--- config.mk ---
export PLATFORM = sky130hd
export DESIGN_NAME = varcic_interp
export DESIGN_NICKNAME = d
export VERILOG_FILES = /design/src/rtl/varcic_interp.sv
export SDC_FILE = /design/constraint.sdc
export NUM_CORES = 1
export LEC_CHECK = 0
export CORE_ASPECT_RATIO = 0.7
export CORE_MARGIN = 4
export CORE_UTILIZATION = 55
export DETAILED_ROUTE_END_ITERATION = 12
export PLACE_DENSITY_LB_ADDON = 0.05
export SYNTH_ARGS = -nofsm -noshare
export SYNTH_HDL_FRONTEND = slang
export SYNTH_SLANG_ARGS = --single-unit
--- constraint.sdc ---
create_clock -name clock -period 4.15 [get_ports clock]
set_input_delay 0.415 -clock clock [delete_from_list [all_inputs] [get_ports clock]]
set_output_delay 0.415 -clock clock [all_outputs]
set_load 0.03 [all_outputs]
--- src/rtl/varcic_interp.sv ---
// Variable-rate CIC interpolator: low-rate comb chain, zero-stuffing, high-rate
// integrator chain, and rate-dependent rounding of the final integrator.
module varcic_interp #(
    parameter int STAGES    = 3,
    parameter int IN_WIDTH  = 18,
    parameter int OUT_WIDTH = 18,
    parameter int L2MI      = 6,
    parameter int ACC_WIDTH = IN_WIDTH + STAGES * L2MI
) (
    input  logic                        clock,
    input  logic                        reset_n,
    input  logic [7:0]                  interpolation,
    input  logic                        out_strobe,
    output logic                        in_strobe,
    input  logic signed [IN_WIDTH-1:0]  in_data,
    output logic signed [OUT_WIDTH-1:0] out_data
);

    localparam logic [L2MI-1:0]             PHASE_ZERO = {L2MI{1'b0}};
    localparam logic [L2MI-1:0]             PHASE_ONE  = {{(L2MI-1){1'b0}}, 1'b1};
    localparam logic signed [ACC_WIDTH-1:0] ACC_ZERO   = {ACC_WIDTH{1'b0}};
    localparam logic signed [OUT_WIDTH-1:0] OUT_MAX    = {1'b0, {(OUT_WIDTH-1){1'b1}}};
    localparam logic signed [OUT_WIDTH-1:0] OUT_ZERO   = {OUT_WIDTH{1'b0}};
    localparam logic [7:0]                  SHIFT_BASE = 8'(IN_WIDTH - 1 - OUT_WIDTH);

    logic [L2MI-1:0]             r_phase;
    logic                        r_in_strobe;
    logic signed [ACC_WIDTH-1:0] r_comb  [STAGES];
    logic signed [ACC_WIDTH-1:0] r_last  [STAGES];
    logic signed [ACC_WIDTH-1:0] r_integ [STAGES];
    logic signed [OUT_WIDTH-1:0] r_out;

    logic                        w_phase_zero;
    logic                        w_wrap;
    logic signed [ACC_WIDTH-1:0] w_in_ext;
    logic signed [ACC_WIDTH-1:0] w_stuffed;
    logic [7:0]                  w_growth;
    logic [7:0]                  w_shamt;
    logic signed [ACC_WIDTH-1:0] w_shifted;
    logic signed [OUT_WIDTH-1:0] w_field;
    logic                        w_round;
    logic signed [OUT_WIDTH-1:0] w_rounded;

    // The >= compare lets the counter recover cleanly when the rate is lowered mid-run.
    assign w_phase_zero = (r_phase == PHASE_ZERO);
    assign w_wrap       = (8'(r_phase) >= (interpolation - 8'd1));
    assign w_in_ext     = {{(ACC_WIDTH-IN_WIDTH){in_data[IN_WIDTH-1]}}, in_data};
    assign w_stuffed    = w_phase_zero ? r_comb[STAGES-1] : ACC_ZERO;

    // Phase counter and one-cycle input request, both advanced only on output ticks.
    always_ff @(posedge clock or negedge reset_n) begin
        if (!reset_n) begin
            r_phase     <= PHASE_ZERO;
            r_in_strobe <= 1'b0;
        end else begin
            r_in_strobe <= out_strobe && w_phase_zero;
            if (out_strobe) begin
                r_phase <= w_wrap ? PHASE_ZERO : (r_phase + PHASE_ONE);
            end
        end
    end

    // Comb chain at the low rate; each stage differences the previous stage's prior output.
    always_ff @(posedge clock or negedge reset_n) begin
        if (!reset_n) begin
            for (int k = 0; k < STAGES; k++) begin
                r_comb[k] <= ACC_ZERO;
                r_last[k] <= ACC_ZERO;
            end
        end else if (r_in_strobe) begin
            r_comb[0] <= w_in_ext - r_last[0];
            r_last[0] <= w_in_ext;
            for (int k = 1; k < STAGES; k++) begin
                r_comb[k] <= r_comb[k-1] - r_last[k];
                r_last[k] <= r_comb[k-1];
            end
        end
    end

    // Integrator chain at the output rate; accumulators wrap freely.
    always_ff @(posedge clock or negedge reset_n) begin
        if (!reset_n) begin
            for (int k = 0; k < STAGES; k++) begin
                r_integ[k] <= ACC_ZERO;
            end
        end else if (out_strobe) begin
            r_integ[0] <= r_integ[0] + w_stuffed;
            for (int k = 1; k < STAGES; k++) begin
                r_integ[k] <= r_integ[k] + r_integ[k-1];
            end
        end
    end

    // Bit-growth select and round-half-up of the last integrator with positive saturation.
    always_comb begin
        w_growth  = 8'd11;
        w_shamt   = 8'd0;
        w_shifted = ACC_ZERO;
        w_field   = OUT_ZERO;
        w_round   = 1'b0;
        w_rounded = OUT_ZERO;
        case (interpolation)
            8'd5:    w_growth = 8'd5;
            8'd8:    w_growth = 8'd6;
            8'd10:   w_growth = 8'd7;
            8'd12:   w_growth = 8'd8;
            8'd20:   w_growth = 8'd9;
            8'd40:   w_growth = 8'd11;
            default: w_growth = 8'd11;
        endcase
        w_shamt   = w_growth + SHIFT_BASE;
        w_shifted = r_integ[STAGES-1] >>> w_shamt;
        w_field   = OUT_WIDTH'(w_shifted >>> 1);
        w_round   = w_shifted[0];
        if (w_round && (w_field == OUT_MAX)) begin
            w_rounded = OUT_MAX;
        end else begin
            w_rounded = w_field + {{(OUT_WIDTH-1){1'b0}}, w_round};
        end
    end

    // Registered output, refreshed every cycle from the rounded integrator value.
    always_ff @(posedge clock or negedge reset_n) begin
        if (!reset_n) begin
            r_out <= OUT_ZERO;
        end else begin
            r_out <= w_rounded;
        end
    end

    assign in_strobe = r_in_strobe;
    assign out_data  = r_out;

endmodule

==> results by group <==
Placed design
  – Pre-CTS WS: -0.2330 ns
  – Gpl congestion: 0.9143
  – Inst Count DP: 3072
  – DP HPWL: a little over 40000 µm
  – I/O Buffers: 47

Setup path
  – Slowest CP cell: dfrtp_1
  – Worst R2R Setup Slack: -0.02 ns
  – CP Class: reg -> reg
  – CP peak stage delay: 0.40 ns
  – Crit Reg-Reg Startpoint: r_phase[1]
  – Critical path buffers and inverters: 2
  – Crit. End Element: flop
  – CP startpoint kind: flop
  – Worst EP arrival: 4.64 ns
  – Cells along the critical path: inv_2, ha_4, nand2_4, nor3_4, buf_12, and2_1, ha_4, a21o_1, or3_4, o221a_4, o211ai_1, o211ai_1, nand2_1, nor3_2, o221a_2, o21a_1, or3_1, a31o_2
  – CP top delay family: compound AO/OA/AOI/OAI gates
  – Crit-path max FO: 6
  – Reg2Reg Depth: 18
  – Worst EP required: ~4.6 ns
  – FF-to-FF End: r_integ[104]
  – Worst setup path start: r_phase[1]

Logic synthesis
  – Syn_nets: 2604
  – Area contributors post-synth: dfrtp_1, ha_1, mux2_2
  – EDFF count, synth: 0
  – Synthesized area: 21860 µm²
  – Synth Area in Compound Gates: a little under a fifth
  – Top cell type's share of synthesized area: 34.00%
  – Post-Synth Adder-Cell Area: 11.60%
  – Post-synthesis mux area share: 10.44%
  – Ys flop type: dfrtp_1
  – Commonest cells in the netlist: dfrtp_1, nand2_1, ha_1
  – Asr flop ratio synth: 100.0%
  – Yosys top cell by area: dfrtp_1
  – Syn Inst Count: ~2400
  – Largest family of logic cells by synthesized area: compound AO/OA/AOI/OAI gates
  – Flop and latch count out of synthesis: 297
  – Synth Area in XOR/XNOR: 6.131%
  – Yosys cell types: 81
  – Synth warn: 0
  – Avg Inst Size Synth: between 9 and 10 µm²
  – Seq/Total Area, Yosys: about a third
  – Simple-gate share of the synthesized area: 15.44%
  – Most common cell in the netlist: dfrtp_1

Route
  – Number of vias in the routed layout: 18190
  – Via density per instance: 5.796
  – Detailed-route wire length: 54580 µm
  – WL/cell: 17.39 µm
  – Pre-antenna DRT Iters: 5
  – Number of DRC markers in iteration 0: 1293
  – Antenna Nets Post-Route: 0
  – DRC: 0

STA
  – Final Hold Vio Count: 0
  – Setup ws final: -0.02471 ns
  – Slew HR: 37.96%
  – Worst Tran Pin Value: about 0.93 ns
  – Final Cycle Share: 100.6%
  – RSZ-0062 raised after global routing: yes
  – Final min period: approximately 4.2 ns
  – Max Freq: 239.5 MHz
  – Final setup viols: 1
  – Skew final: 0.01617 ns
  – Final Slew Violations: 0

Clock network
  – CTS sink count: about 300
  – Clock root buffer: clkbuf_16
  – H-tree depth: 1
  – Maximum clock insertion buffer count: 3
  – CTS Buf Count: 31
  – CTS clk-pin slew, worst paths: roughly 0.060 ns
  – CTS tree: built
  – Worst skew pair latency: 0.57 ns

Die
  – I/O Pins: 48
  – Initial Util: 56.32%
  – FP Rows: 60
  – Die Wd: ~250 µm
  – Core Box Area: 38810 µm²
  – Die Span Y: approximately 170 µm
  – Die area: 43050 µm²

GRT
  – Initial antenna violation count: 0
  – Aggregate global-route resource usage: 24.93%
  – Grt total ovfl: 0
  – Largest net degree at the start of global routing: ~90
  – Vias in the first global route: 17330
  – First-pass GRT wire length: 89500 µm

Cells and area
  – Syn-to-layout area delta: 17.25%
  – Layout cells sized above 1: a little under a fifth
  – Post-Layout Cell Count: 3139
  – Post-route core utilization: 66.03%
  – Ant. Diodes: 0
  – Final #Nets: ~2800

Power
  – Power Total: between 15000 and 20000 µW
  – Peak VDD IR: 468.2 µV
  – PD cells: 764.5 nW/µm²
  – Leakage: 0.01213 µW

Run status
  – Failing checks: setup timing
  – Outcome: complete, but fails checks

Worst hold path
  – Min-delay worst type: in -> async

Flow run
  – Max_cap viols: 0
-- cells by family (layout without fill, tap and decap cells) --
logic type                 Yosys count  in the layout
buffers and inverters              225            461
DFF                                297            297
xor gates and xnor gates           153            153
AOI/OAI and AO/OA                  622            622
muxes                              197            197
and+or+nand+nor                    683            683
adders and majority gates          199            199
-- layout by cell type, fill, tap and decap left out, drive strengths merged, types with 29 or more instances in the layout --
| cell type | synthesis | layout |
|---|---|---|
| a21o | 74 | 74 |
| a21oi | 130 | 130 |
| a31oi | 41 | 41 |
| and2 | 48 | 48 |
| buf | 10 | 218 |
| clkbuf | 75 | 43 |
| clkdlybuf4s50 | 0 | 45 |
| dfrtp | 297 | 297 |
| ha | 193 | 193 |
| inv | 138 | 138 |
| mux2 | 147 | 147 |
| mux2i | 40 | 40 |
| nand2 | 197 | 197 |
| nand2b | 35 | 35 |
| nand3 | 46 | 46 |
| nand4 | 30 | 30 |
| nor2 | 167 | 167 |
| nor2b | 31 | 31 |
| nor3 | 43 | 43 |
| o21ai | 169 | 169 |
| o31ai | 29 | 29 |
| xnor2 | 112 | 112 |
| xor2 | 41 | 41 |
-- flip-flops by register name (all words and copies together), names as in the netlist --
register	flops
r_integ	108
r_comb	91
r_last	73
out_data	18
r_phase	6
in_strobe	1
-- metrics by stage --
stage / cell area, µm² / setup TNS (ns) / hold WS, ns
after floorplan: 21920 / 0 / 0.1194
after global placement: 24310 / -1.816 / 0.4224
after detailed placement: 24310 / -3.648 / 0.4243
after CTS: 25400 / -0.02555 / 0.3771
after global routing: 25630 / -0.3251 / 0.4024
final: 25630 / -0.02471 / 0.3903
-- layout make-up --
class,instances,area [µm²]
clock buffer,42,897.1
clock inverter,14,148.9
fill,3231,13180
inverter,140,529.3
multi-input combinational,1854,13740
sequential,297,7436
tap,527,659.4
timing repair buffer,265,2220
-- how the worst max path moves through the flow --
stage | cells past startpoint | to | slack (ns)
5_1_grt | 18 | r_integ[104] | -0.17
2_1_floorplan | 18 | out_data[0] | 0.003
3_5_place_dp | 17 | out_data[16] | -0.23
3_3_place_gp | 16 | out_data[4] | -0.13
4_1_cts | 20 | r_integ[106] | -0.01
6_report | 18 | r_integ[104] | -0.02
-- per-layer routing --
metal	share of wire (%)	up-vias	global-route usage (%)
met5	0	-	0
met3	6.0	47	4.249
met2	41	411	36.05
li1	-	9011	-
met4	1.2	0	3.567
met1	52	8725	39.81
-- report_power, final --
group	total, µW	internal (µW)	switching, µW	leakage, µW
logic	11600	5530	6070	0.00786
registers	5110	4100	1020	0.00375
clock network	2880	1690	1190	0.000529
total	19600	11300	8270	0.0121
-- what timing repair did --
item / in CTS / in global routing
gates cloned: 0 / 1
pin swaps: 3 / 15
endpoints found under the setup margin: 6 / 12
buffers inserted: 0 / 9
hold endpoints to repair: 71 / 0
hold buffers: 1 / 0
gates resized for setup: 8 / 31
No activity file was read; power rests on OpenSTA's default activity.
